File: config.mk
export PLATFORM = sky130hd
export DESIGN_NAME = rgb_pwm_fader_flat
export DESIGN_NICKNAME = d
export VERILOG_FILES = /design/src/rtl/rgb_pwm_fader_if.sv /design/src/rtl/rgb_pwm_fader.sv /design/src/flat_wrapper.sv
export SDC_FILE = /design/constraint.sdc
export NUM_CORES = 1
export LEC_CHECK = 0
export ABC_AREA = 1
export BUFFER_PORTS_ARGS = -buffer_cell sky130_fd_sc_hd__buf_4
export CORE_MARGIN = 4
export CORE_UTILIZATION = 35
export DETAILED_ROUTE_END_ITERATION = 10
export GPL_ROUTABILITY_DRIVEN = 0
export SKIP_LAST_GASP = 1
export SYNTH_ARGS = -nofsm -noshare
export SYNTH_HDL_FRONTEND = slang
export SYNTH_SLANG_ARGS = --single-unit
export TNS_END_PERCENT = 5
File: constraint.sdc
create_clock -name hw_clk -period 9.96 [get_ports hw_clk]
set_clock_uncertainty 0.1 [all_clocks]
set_input_delay 0.498 -clock hw_clk [delete_from_list [all_inputs] [get_ports hw_clk]]
set_output_delay 0.498 -clock hw_clk [all_outputs]
set_load 0.1 [all_outputs]
File: src/rtl/rgb_pwm_fader_if.sv
// Configuration port for rgb_pwm_fader.
// A master presents one channel update (chan/duty/mode) with cfg_valid.
// The slave takes it on a cycle where cfg_valid && cfg_ready are both high.
//   cfg_valid  master->slave  update request
//   cfg_ready  slave->master  update slot free
//   cfg_chan   master->slave  target channel, CH_W bits
//   cfg_duty   master->slave  duty 0..2^PWM_W-1
//   cfg_mode   master->slave  00 static, 01 blink, 10 breathe, 11 off
interface rgb_pwm_fader_if #(
  parameter int NUM_CH = 3,
  parameter int PWM_W  = 8
);
  localparam int CH_W = (NUM_CH > 1) ? $clog2(NUM_CH) : 1;

  logic             cfg_valid;
  logic             cfg_ready;
  logic [CH_W-1:0]  cfg_chan;
  logic [PWM_W-1:0] cfg_duty;
  logic [1:0]       cfg_mode;

  modport master (output cfg_valid, cfg_chan, cfg_duty, cfg_mode, input cfg_ready);
  modport slave  (input cfg_valid, cfg_chan, cfg_duty, cfg_mode, output cfg_ready);
endinterface

File: src/rtl/rgb_pwm_fader.sv
// NUM_CH-channel PWM generator with static/blink/breathe/off modes per channel.
// pwm_out[i] drives the RGB LED driver PWM inputs (default R/G/B).
// Updates arrive over the cfg interface, are parked in a single pending slot,
// and are committed only on the tick where pwm_cnt wraps, so a period is never
// cut short or stretched by a write.
//   hw_clk        system clock
//   rst_n         async active-low reset
//   cfg           configuration port (slave side)
//   pwm_out       registered PWM outputs, one per channel
//   period_start  one-cycle pulse in the cycle after pwm_cnt wraps to 0
module rgb_pwm_fader #(
  parameter int NUM_CH          = 3,
  parameter int PWM_W           = 8,
  parameter int PRESCALE        = 1,
  parameter int BLINK_PERIODS   = 64,
  parameter int BREATHE_PERIODS = 2
) (
  input  logic              hw_clk,
  input  logic              rst_n,
  rgb_pwm_fader_if.slave    cfg,
  output logic [NUM_CH-1:0] pwm_out,
  output logic              period_start
);
  localparam int CH_W = (NUM_CH > 1) ? $clog2(NUM_CH) : 1;
  localparam int PS_W = (PRESCALE > 1) ? $clog2(PRESCALE) : 1;
  localparam int BL_W = (BLINK_PERIODS > 1) ? $clog2(BLINK_PERIODS) : 1;
  localparam int BR_W = (BREATHE_PERIODS > 1) ? $clog2(BREATHE_PERIODS) : 1;

  localparam logic [PS_W-1:0]  PRESC_LAST   = PS_W'(PRESCALE - 1);
  localparam logic [PWM_W-1:0] DUTY_MAX     = '1;
  localparam logic [PWM_W-1:0] CNT_LAST     = DUTY_MAX - PWM_W'(1);
  localparam logic [BL_W-1:0]  BLINK_LAST   = BL_W'(BLINK_PERIODS - 1);
  localparam logic [BR_W-1:0]  BREATHE_LAST = BR_W'(BREATHE_PERIODS - 1);

  typedef enum logic [1:0] {
    MODE_STATIC  = 2'b00,
    MODE_BLINK   = 2'b01,
    MODE_BREATHE = 2'b10,
    MODE_OFF     = 2'b11
  } mode_t;

  typedef enum logic {SLOT_FREE, SLOT_PENDING} slot_t;
  typedef enum logic {ENV_UP, ENV_DOWN} env_dir_t;

  slot_t            slot_q, slot_d;
  logic             accept, commit;
  logic [PS_W-1:0]  presc_cnt;
  logic [PWM_W-1:0] pwm_cnt;
  logic             tick, wrap_tick;

  logic [CH_W-1:0]  pend_chan;
  logic [PWM_W-1:0] pend_duty;
  mode_t            pend_mode;

  logic [PWM_W-1:0] duty [NUM_CH];
  mode_t            mode [NUM_CH];

  logic [BL_W-1:0]  blink_cnt;
  logic             blink_on;
  logic [BR_W-1:0]  breathe_cnt;
  logic [PWM_W-1:0] env;
  env_dir_t         env_dir;
  logic [PWM_W:0]   env_p1;

  logic [PWM_W-1:0]  eff_duty [NUM_CH];
  logic [NUM_CH-1:0] pwm_d;

  assign tick          = (presc_cnt == PRESC_LAST);
  assign wrap_tick     = tick && (pwm_cnt == CNT_LAST);
  assign cfg.cfg_ready = (slot_q == SLOT_FREE);
  assign env_p1        = {1'b0, env} + (PWM_W+1)'(1);

  // Accept needs a free slot and commit needs a pending one, so an update
  // accepted on a wrap tick can only commit on the following wrap.
  always_comb begin
    slot_d = slot_q;
    accept = 1'b0;
    commit = 1'b0;
    case (slot_q)
      SLOT_FREE: begin
        if (cfg.cfg_valid) begin
          accept = 1'b1;
          slot_d = SLOT_PENDING;
        end
      end
      SLOT_PENDING: begin
        if (wrap_tick) begin
          commit = 1'b1;
          slot_d = SLOT_FREE;
        end
      end
      default: slot_d = SLOT_FREE;
    endcase
  end

  always_ff @(posedge hw_clk or negedge rst_n) begin
    if (!rst_n) begin
      slot_q       <= SLOT_FREE;
      presc_cnt    <= '0;
      pwm_cnt      <= '0;
      period_start <= 1'b0;
      pwm_out      <= '0;
      pend_chan    <= '0;
      pend_duty    <= '0;
      pend_mode    <= MODE_STATIC;
      for (int unsigned i = 0; i < NUM_CH; i++) begin
        duty[i] <= '0;
        mode[i] <= MODE_STATIC;
      end
    end else begin
      slot_q       <= slot_d;
      period_start <= wrap_tick;
      pwm_out      <= pwm_d;
      presc_cnt    <= tick ? '0 : presc_cnt + PS_W'(1);
      if (tick) pwm_cnt <= (pwm_cnt == CNT_LAST) ? '0 : pwm_cnt + PWM_W'(1);
      if (accept) begin
        pend_chan <= cfg.cfg_chan;
        pend_duty <= cfg.cfg_duty;
        pend_mode <= mode_t'(cfg.cfg_mode);
      end
      // Out-of-range channel numbers match no index and are dropped here.
      if (commit) begin
        for (int unsigned i = 0; i < NUM_CH; i++) begin
          if (pend_chan == CH_W'(i)) begin
            duty[i] <= pend_duty;
            mode[i] <= pend_mode;
          end
        end
      end
    end
  end

  // Blink phase and breathe envelope are shared by all channels and advance
  // only on wrap ticks.
  always_ff @(posedge hw_clk or negedge rst_n) begin
    if (!rst_n) begin
      blink_cnt   <= '0;
      blink_on    <= 1'b1;
      breathe_cnt <= '0;
      env         <= '0;
      env_dir     <= ENV_UP;
    end else if (wrap_tick) begin
      if (blink_cnt == BLINK_LAST) begin
        blink_cnt <= '0;
        blink_on  <= ~blink_on;
      end else begin
        blink_cnt <= blink_cnt + BL_W'(1);
      end
      if (breathe_cnt == BREATHE_LAST) begin
        breathe_cnt <= '0;
        if (env_dir == ENV_UP) begin
          env <= env + PWM_W'(1);
          if (env == CNT_LAST) env_dir <= ENV_DOWN;
        end else begin
          env <= env - PWM_W'(1);
          if (env == PWM_W'(1)) env_dir <= ENV_UP;
        end
      end else begin
        breathe_cnt <= breathe_cnt + BR_W'(1);
      end
    end
  end

  // Breathe scales duty by (env+1)/2^PWM_W; the full-width product cannot
  // overflow and the shifted result always fits PWM_W bits.
  always_comb begin
    pwm_d = '0;
    for (int unsigned i = 0; i < NUM_CH; i++) begin
      eff_duty[i] = '0;
      case (mode[i])
        MODE_STATIC:  eff_duty[i] = duty[i];
        MODE_BLINK:   eff_duty[i] = blink_on ? duty[i] : '0;
        MODE_BREATHE: eff_duty[i] = PWM_W'(({{(PWM_W+1){1'b0}}, duty[i]} *
                                            {{PWM_W{1'b0}}, env_p1}) >> PWM_W);
        default:      eff_duty[i] = '0;
      endcase
      pwm_d[i] = (pwm_cnt < eff_duty[i]);
    end
  end
endmodule

File: src/flat_wrapper.sv
// flat-port wrapper written by rule: the top's interface ports become plain ports
module rgb_pwm_fader_flat 
#(
  parameter int NUM_CH          = 3,
  parameter int PWM_W           = 8,
  parameter int PRESCALE        = 1,
  parameter int BLINK_PERIODS   = 64,
  parameter int BREATHE_PERIODS = 2
)
  (hw_clk, rst_n, pwm_out, period_start, cfg_cfg_valid, cfg_cfg_chan, cfg_cfg_duty, cfg_cfg_mode, cfg_cfg_ready);
  rgb_pwm_fader_if #(.NUM_CH(NUM_CH), .PWM_W(PWM_W)) cfg_i ();
  input  logic hw_clk;
  input  logic rst_n;
  output logic [NUM_CH-1:0] pwm_out;
  output logic period_start;
  input wire logic [$bits(cfg_i.cfg_valid)-1:0] cfg_cfg_valid;
  input wire logic [$bits(cfg_i.cfg_chan)-1:0] cfg_cfg_chan;
  input wire logic [$bits(cfg_i.cfg_duty)-1:0] cfg_cfg_duty;
  input wire logic [$bits(cfg_i.cfg_mode)-1:0] cfg_cfg_mode;
  output wire logic [$bits(cfg_i.cfg_ready)-1:0] cfg_cfg_ready;
  assign cfg_i.cfg_valid = cfg_cfg_valid;
  assign cfg_i.cfg_chan = cfg_cfg_chan;
  assign cfg_i.cfg_duty = cfg_cfg_duty;
  assign cfg_i.cfg_mode = cfg_cfg_mode;
  assign cfg_cfg_ready = cfg_i.cfg_ready;
  rgb_pwm_fader #(.NUM_CH(NUM_CH), .PWM_W(PWM_W), .PRESCALE(PRESCALE), .BLINK_PERIODS(BLINK_PERIODS), .BREATHE_PERIODS(BREATHE_PERIODS)) u_core (.hw_clk(hw_clk), .rst_n(rst_n), .cfg(cfg_i), .pwm_out(pwm_out), .period_start(period_start));
endmodule
==> metrics, run 1 <==
Die Ht 179 um; beginning of the critical path u_core.env[0]$_DFFE_PN0P_; max_cap viols 0; H-Tree Depth 3; Final Hold Viols 0; CP max-delay cell dfrtp_1; hold slack 0.177 ns; Final period util 71.3%; CP endpoint u_core.pwm_out[0]$_DFF_PN0_; Synth Area in Adders 38.8%; Via density 4.83; Num CTS Buffers 9; reg2reg path depth 32; post-synthesis xor/xnor area fraction 2.42%; Nets 1,608; synth top area cells fa_1 (24%), dfrtp_1 (17%), ha_1 (15%), inv_1 (10%), nand2_1 (8.4%); ys async rst share 100%; Worst R2R End u_core.pwm_out[0]$_DFF_PN0_; P_int 475 uW; Min-Delay Path Class input port to async pin; die area 31,900 um2; Power per Cell Area 56.1 nW/um2; via count 8,392; Worst Path Arrival 7.25 ns; launch point of the worst reg-to-reg path u_core.env[0]$_DFFE_PN0P_; largest family of logic cells by synthesized area adder cells; number of DRC markers in iteration 0 581; first-pass GRT wire length 43,400 um; # diodes 0; Cell variety after synth 41; Yosys reg bits 72; layout cells sized above 1 5.17%; CP Max Fanout 23; synthesized net count 1,601; Ports 20; Comb power frac 1.7%; Post-synth EDFFs 0; crit end category register; Setup CP Type register to register; commonest cells in the netlist inv_1 (277), nand2_1 (229), nor2_1 (218); setup bufs post-CTS 0; Gate Count Post-Synth 1,342; Final setup viols 0; Pleak 5.98 nW; ANT nets after route 0; most common cell in the netlist inv_1; clock network latency to the later pin of the worst-skew pair 0.34 ns; CTS clk-pin slew, worst paths 0.06 ns; Ys Warns 0; register area share after synthesis 17.7%; Max-slew headroom 37.8%; Compound-Gate Fraction of Synth Area 7.57%; initial antenna violation count 0; routed len/inst 14.7 um; sequential power share 47.3%; Synth area leader fa_1; top cell type's share of synthesized area 23.6%; Fin Setup TNS 0 ns; vias in the first global route 8,415; sw power 143 uW; Finished Cell Area 11,000 um2; Synth Area in Simple Gates 21.8%; largest net degree at the start of global routing 73; grt ovf 0; core area 28,700 um2; post-cts gate resize count 0; Reg2Reg Setup Slack 2.86 ns; status finished clean; Pins Over Slew Limit 0; Crit path largest cell delay 0.94 ns; routed wl met2 11,900 um; mux cell area share after synthesis 0%; I/O Buffers 19; 1st-pass router iterations 5; VDD IR max 103 uV; Syn Std Cell Area 10,200 um2; worst-margin pin slew 0.934 ns; ys flop type dfrtp_1; Initial Utilization 35.5%; CTS Buffer Depth 2; clock network fraction of total power 51.0%; Most common cell on crit path nand2_1; Post-Route WL 25,500 um; Filler Cell Count 3,065; Global Route Usage Sum 17.0%; Post-CTS Hold Fix Bufs 0; clk sinks 72; clock root buffer clkbuf_16; Final min period 7.10 ns; fmax 0.141 GHz; CTS tree done; CP startpoint kind register; met3 WL 981 um; Highest Signal Layer met4; worst endpoint required time 10.11 ns; FP Rows 62; Sw Share 23.1%; post-detail-place hpwl 20,600 um; synth-to-layout area growth 8.04%; RSZ-0062 raised after global routing no; die width 179 um; Area after DPL 10,700 um2; Avg Cell Area, Syn 7.59 um2; metal1 wirelength 12,200 um; # DRC 0
worst min path at each step:
stage | startpoint | endpoint | slack, ns | depth (start not counted)
finish | rst_n | u_core.blink_cnt[4]$_DFFE_PN0P_ | 0.18 | 1
global placement | u_core.blink_cnt[5]$_DFFE_PN0P_ | u_core.blink_cnt[5]$_DFFE_PN0P_ | 0.36 | 1
detailed placement | u_core.blink_cnt[5]$_DFFE_PN0P_ | u_core.blink_cnt[5]$_DFFE_PN0P_ | 0.37 | 1
CTS | rst_n | u_core.blink_cnt[4]$_DFFE_PN0P_ | 0.23 | 1
floorplan | rst_n | u_core.blink_cnt[0]$_DFFE_PN0P_ | 0.10 | 0
global route | rst_n | u_core.blink_cnt[4]$_DFFE_PN0P_ | 0.27 | 1
cells by family after synthesis:
group | after synthesis
AOI/OAI and AO/OA | 145
xor gates and xnor gates | 26
adders and majority gates | 244
buffers and inverters | 310
DFF | 72
and+or+nand+nor | 545
placed cells by master (no fill, tap or decap), types with 5 or more instances in the layout:
master	netlist	layout
nor2_1	218	218
dfrtp_1	71	71
inv_2	5	5
xnor2_1	13	13
inv_1	277	277
a21oi_1	59	59
ha_1	124	124
nand2_2	5	5
xor2_1	12	12
nand2_1	229	229
o21ai_0	66	66
nor3_1	20	20
nand4_1	5	5
nor2_2	14	14
fa_1	120	120
buf_4	1	24
clkbuf_16	0	9
nand3_1	46	46
power by group through the flow:
stage / clock network (mW) / logic [mW] / registers, mW
after floorplan: 0 / 0.0000304 / 0.298
after global placement: 0 / 0.0110 / 0.298
after detailed placement: 0 / 0.0109 / 0.298
after CTS: 0.322 / 0.0110 / 0.292
after global routing: 0.334 / 0.0120 / 0.292
final: 0.315 / 0.0104 / 0.292
worst max-delay path, delay by kind of cell (launching register included):
kind / cells / cell delay [ns]
AO/OA/AOI/OAI: 5 / 0.87
AND/OR/NAND/NOR: 14 / 2.01
adder cells (fa/ha/maj): 6 / 2.46
flip-flops: 1 / 0.94
buffers and inverters: 7 / 0.63
registers in the layout, summed over array words and instances (netlist names):
name                 flops
u_core.blink_cnt         6
u_core.blink_on          1
u_core.breathe_cnt       1
u_core.duty             24
u_core.env               8
u_core.env_dir           1
u_core.mode              6
u_core.pend_chan         2
u_core.pend_duty         8
u_core.pend_mode         2
u_core.period_start      1
u_core.pwm_cnt           8
u_core.pwm_out           3
u_core.slot_q            1
final cells by class:
cell class	count	area, um2	area share (%)
clock inverter	6	50.0	0.455
clock buffer	10	239	2.17
timing repair buffer	24	180	1.64
tap	384	480	4.37
sequential	72	1800	16.4
multi-input combinational	960	7200	65.4
inverter	282	1060	9.62
per-stage QoR:
stage                     util, %  cells  total power [mW]  setup WS (ns)
after detailed placement     37.3   1722             0.309           2.96
after global routing         38.3   1738             0.638           2.15
after CTS                    38.3   1738             0.626           2.87
after global placement       37.3   1722             0.309           3.10
final                        38.3   1738             0.618           2.86
after floorplan                 -   1342             0.298           4.10
metal layers:
metal | vias to the layer above | GRT usage [%]
li1 | 4116 | -
met1 | 4068 | 24.6
met2 | 177 | 27.5
met3 | 31 | 1.78
met4 | 0 | 3.90
met5 | - | 0
(Power assumes the default switching activity.)
==> run 2, diff against run 1 <==
clock period = 6.3 ns   (was 9.96 ns; I/O delays follow)
==> run 2 against run 1 <==
  * Core utilization increased by 0.36 points
  * Flip-flop and latch count unchanged
  * Total power increased by 62%
  * Maximum frequency increased by 22%
  * Sequential power increased by 58%
  * Clock-buffer cell count unchanged
==> metrics, run 2 (same netlist as run 1, synthesis figures left out) <==
crit end category register; Worst Path Arrival 6.00 ns (-1.25 ns); Most common cell on crit path a21oi_1; most frequent cells in the layout inv_1 (275), nand2_1 (229), nor2_1 (218); Max-slew headroom 36.3% (-1.5 points); status finished clean; Setup CP Type register to register; Crit path largest cell delay 0.56 ns (-0.38 ns); clock network latency to the later pin of the worst-skew pair 0.34 ns (about the same); Post-Route WL 26,300 um (+2.9%); worst-margin pin slew 0.955 ns (+0.0218 ns); initial antenna violation count 0 (unchanged); Final Hold Viols 0 (unchanged); vias in the first global route 8,664 (+3.0%); ANT nets after route 0 (unchanged); VDD IR max 128 uV (+24%); H-Tree Depth 3 (unchanged); CP Max Fanout 9 (-61%); Final setup viols 0 (unchanged); Num CTS Buffers 9 (unchanged); hold slack 0.0167 ns (-0.161 ns); Pins Over Slew Limit 0 (unchanged); # diodes 0 (unchanged); 1st-pass router iterations 5 (unchanged); Power per Cell Area 90.0 nW/um2 (+60%); number of DRC markers in iteration 0 469 (-19%); synth-to-layout area growth 9.06%; FP Rows 62 (unchanged); max reg flops 24 (unchanged); leading cell type in the layout, fill and taps excluded inv_1; # DRC 0 (unchanged); max_cap viols 0 (unchanged); routed len/inst 15.0 um (+2.2%); Post-CTS Hold Fix Bufs 0 (unchanged); core area 28,700 um2 (unchanged); CP max-delay cell fa_1; worst endpoint required time 6.47 ns (-3.64 ns); largest net degree at the start of global routing 73 (unchanged); Min-Delay Path Class input port to async pin; Die Ht 179 um (unchanged); layout cells sized above 1 6.15% (+0.98 points); Via density 4.87 (+0.84%); critical path's top delay family adder cells; CTS clk-pin slew, worst paths 0.06 ns (about the same); CTS Buffer Depth 2 (unchanged); Ports 20 (unchanged); die area 31,900 um2 (unchanged); Fin Setup TNS 0 ns (unchanged); Final period util 92.6% (+21 points); Pleak 6.03 nW (+0.88%); clock root buffer clkbuf_16; grt ovf 0 (unchanged); Global Route Usage Sum 17.4% (+0.42 points); first-pass GRT wire length 44,300 um (+2.2%); CP startpoint kind register; Largest Register u_core.duty; Final min period 5.83 ns (-1.27 ns); post-detail-place hpwl 21,000 um (+1.9%); Initial Utilization 35.5% (unchanged); CTS tree done; fmax 0.171 GHz (+22%); via count 8,521 (+1.5%); WP buf/inv 5 (-2); Nets 1,620 (+0.75%); clk sinks 72 (unchanged); I/O Buffers 19 (unchanged); RSZ-0062 raised after global routing no; die width 179 um (unchanged)
==> run 2: stage by stage <==
| stage | util [%] | instance area [um2] | cells | worst slack, ns | power, mW |
|---|---|---|---|---|---|
| CTS | 38.7 | 11100 | 1749 | 0.403 | 1.01 |
| finish | 38.7 | 11100 | 1750 | 0.466 | 1.00 |
| floorplan | - | 10200 | 1342 | 0.436 | 0.471 |
| global route | 38.7 | 11100 | 1750 | 0.00110 | 1.03 |
| global placement | 37.6 | 10800 | 1733 | 0.504 | 0.488 |
| detailed placement | 37.6 | 10800 | 1733 | 0.465 | 0.488 |
==> run 2: area by class of cell <==
| class | count | area [um2] |
|---|---|---|
| inverter | 282 | 1060 |
| timing repair buffer | 36 | 274 |
| clock buffer | 10 | 229 |
| clock inverter | 6 | 68.8 |
| tap | 384 | 480 |
| fill | 3027 | 17600 |
| sequential | 72 | 1800 |
| multi-input combinational | 960 | 7200 |
==> run 2: power breakdown <==
| part | leakage [nW] | internal, mW | switching (mW) |
|---|---|---|---|
| logic | 4.97 | 0.00542 | 0.0109 |
| registers | 0.919 | 0.462 | 0 |
| clock network | 0.143 | 0.309 | 0.212 |
| total | 6.03 | 0.777 | 0.223 |
==> run 2: repair_timing <==
action / in CTS / in global routing
hold endpoints to repair: 0 / 0
setup buffers: 0 / 1
endpoints found under the setup margin: 0 / 3
resized for setup: 0 / 5
==> run 2: path summary, 6_finish.rpt <==
kind                                            startpoint                              end  slack, ns  cells after the start
hold / removal                                       rst_n  u_core.blink_cnt[4]$_DFFE_PN0P_       0.02                      1
max in group asynchronous                            rst_n        u_core.env[2]$_DFFE_PN0P_       5.39                      1
setup reg to reg                 u_core.env[0]$_DFFE_PN0P_      u_core.pwm_out[2]$_DFF_PN0_       0.47                     25
hold reg to reg            u_core.blink_cnt[5]$_DFFE_PN0P_  u_core.blink_cnt[5]$_DFFE_PN0P_       0.38                      1
min in group hw_clk                        cfg_cfg_mode[1]  u_core.pend_mode[1]$_DFFE_PN0P_       0.12                      3
setup / recovery                 u_core.env[0]$_DFFE_PN0P_      u_core.pwm_out[2]$_DFF_PN0_       0.47                     25
==> run 2: routing by layer <==
metal	wire length [um]	vias up	GRT usage (%)
li1	-	4145	-
met1	12000	4098	24.2
met2	12000	233	28.7
met3	1470	45	2.01
met4	715	0	5.08
met5	0	-	0
==> run 3, diff against run 2 <==
MAX_ROUTING_LAYER = met4   (was default)
clock period = 6.6 ns   (was 6.3 ns; I/O delays follow)
==> run 3 against run 2 <==
  * Die area is the same
  * Cell count shrank 0.40%
  * Total power shrank 0.43%
  * Clock-buffer cell count grew 1
  * Global-route usage grew 0.28 points
  * Final area shrank 0.26%
  * Non-clock buffer count shrank 6
  * Worst setup slack gained 0.083 ns
  * Critical path depth grew 8
  * Sequential share of layout area is essentially flat
  * First-iteration DRC count shrank 15%
  * Critical endpoint is now u_core.pwm_out[0]$_DFF_PN0_
  * Largest power group unchanged
==> metrics, run 3 (same netlist as run 1, synthesis figures left out) <==
synth-to-layout area growth 8.78%; CP max-delay cell fa_1; Ports 20 (unchanged); Initial Utilization 35.5% (unchanged); number of DRC markers in iteration 0 398 (-15%); # DRC 0 (unchanged); max_cap viols 0 (unchanged); FP Rows 62 (unchanged); leading cell type in the layout, fill and taps excluded inv_1; Final period util 91.7% (-0.92 points); VDD IR max 124 uV (-3.5%); # diodes 0 (unchanged); Global Route Usage Sum 17.7% (+0.28 points); fin util 38.6% (-0.10 points); die area 31,900 um2 (unchanged); I/O Buffers 19 (unchanged); launch point of the worst reg-to-reg path u_core.env[2]$_DFFE_PN0P_; Final min period 6.05 ns (+0.217 ns); largest net degree at the start of global routing 73 (unchanged); reg2reg path depth 33 (+32%); post-detail-place hpwl 21,000 um (about the same); beginning of the critical path u_core.env[2]$_DFFE_PN0P_; layout cells sized above 1 5.45% (-0.70 points); CTS Buffer Depth 2 (unchanged); post-cts gate resize count 0 (unchanged); Power per Cell Area 89.8 nW/um2 (-0.17%); CP startpoint kind register; Worst Path Arrival 6.20 ns (+0.20 ns); Via density 4.81 (-1.3%); Fin Setup TNS 0 ns (unchanged); Worst R2R End u_core.pwm_out[0]$_DFF_PN0_; H-Tree Depth 3 (unchanged); Most common cell on crit path nand2_1; routed len/inst 14.9 um (-0.77%); Final Hold Viols 0 (unchanged); via count 8,376 (-1.7%); CTS clk-pin slew, worst paths 0.06 ns (about the same); worst-margin pin slew 0.936 ns (-0.0194 ns); Final setup viols 0 (unchanged); RSZ-0062 raised after global routing no; Max-slew headroom 37.6% (+1.3 points); Pleak 6.02 nW (-0.24%); initial antenna violation count 0 (unchanged); CP Max Fanout 7 (-2); dpl ws 0.605 ns (+0.140 ns); most frequent cells in the layout inv_1 (277), nand2_1 (229), nor2_1 (218); Min-Delay Path Class input port to async pin; fmax 0.165 GHz (-3.6%); max reg flops 24 (unchanged); Pins Over Slew Limit 0 (unchanged); CTS tree done; worst endpoint required time 6.75 ns (+0.28 ns); setup bufs post-CTS 0 (unchanged); Reg2Reg Setup Slack 0.55 ns (+0.08 ns); Final WS setup 0.549 ns (+0.0831 ns); core area 28,700 um2 (unchanged); crit end category register; ANT nets after route 0 (unchanged); status finished clean; die width 179 um (unchanged); first-pass GRT wire length 43,600 um (-1.6%); clock network latency to the later pin of the worst-skew pair 0.35 ns (about the same); Num CTS Buffers 9 (unchanged); Post-Route WL 26,000 um (-1.2%); 1st-pass router iterations 5 (unchanged); vias in the first global route 8,395 (-3.1%); Crit path largest cell delay 0.54 ns (-0.02 ns); Setup CP Type register to register; hold slack 0.0279 ns (+0.0112 ns); clk sinks 72 (unchanged); clock root buffer clkbuf_16; grt ovf 0 (unchanged); Post-CTS Hold Fix Bufs 0 (unchanged); Die Ht 179 um (unchanged); Nets 1,614 (-0.37%); Largest Register u_core.duty
## run 3: cell types whose count changed in the layout (fill, tap and decap cells not counted), sizes merged
cell    change
buf         -6
clkbuf      +1
clkinv      -3
bufinv      +1
## run 3: worst max-delay path by stage
stage               slack (ns)  cells after the start                     endpoint
floorplan                 0.74                     32  u_core.pwm_out[2]$_DFF_PN0_
global placement          0.62                     30  u_core.pwm_out[0]$_DFF_PN0_
detailed placement        0.60                     30  u_core.pwm_out[0]$_DFF_PN0_
CTS                       0.55                     30  u_core.pwm_out[0]$_DFF_PN0_
global route             0.003                     33  u_core.pwm_out[0]$_DFF_PN0_
finish                    0.55                     33  u_core.pwm_out[0]$_DFF_PN0_
## run 3: stage by stage
stage	area (um2)	power (mW)	std cells
2_1_floorplan	10200	0.450	1342
3_3_place_gp	10800	0.466	1728
3_5_place_dp	10800	0.466	1728
4_1_cts	11100	1.00	1743
5_1_grt	11100	1.02	1743
6_report	11100	0.996	1743
## run 3: report_power, final
group          internal (mW)  leakage [nW]  switching (mW)
Clock                  0.341         0.152           0.198
Sequential             0.441         0.920               0
Combinational        0.00518          4.95          0.0103
Total                  0.787          6.02           0.208
## run 3: area by class of cell
class / instances / area [um2]
Tap cell: 384 / 480
Clock buffer: 11 / 243
Inverter: 282 / 1060
Fill cell: 3042 / 17600
Multi-Input combinational cell: 960 / 7200
Sequential cell: 72 / 1800
Timing Repair Buffer: 30 / 225
Clock inverter: 4 / 76.3
## run 3: worst max-delay path: cells and delay by family, from the launching register on
family	cells	cell delay, ns
adders and majority gates	6	2.50
buffers and inverters	7	0.57
AOI/OAI and AO/OA	6	1.02
and+or+nand+nor	14	1.30
DFF	1	0.44
## run 3: metal layers
layer  vias up  part of all wire, %  global-route usage, %
met1      4032                   48                   24.3
met4         0                  2.4                   4.73
met5         -                    0                      -
met2       176                   46                   28.1
li1       4130                    -                      -
met3        38                  4.5                   1.97
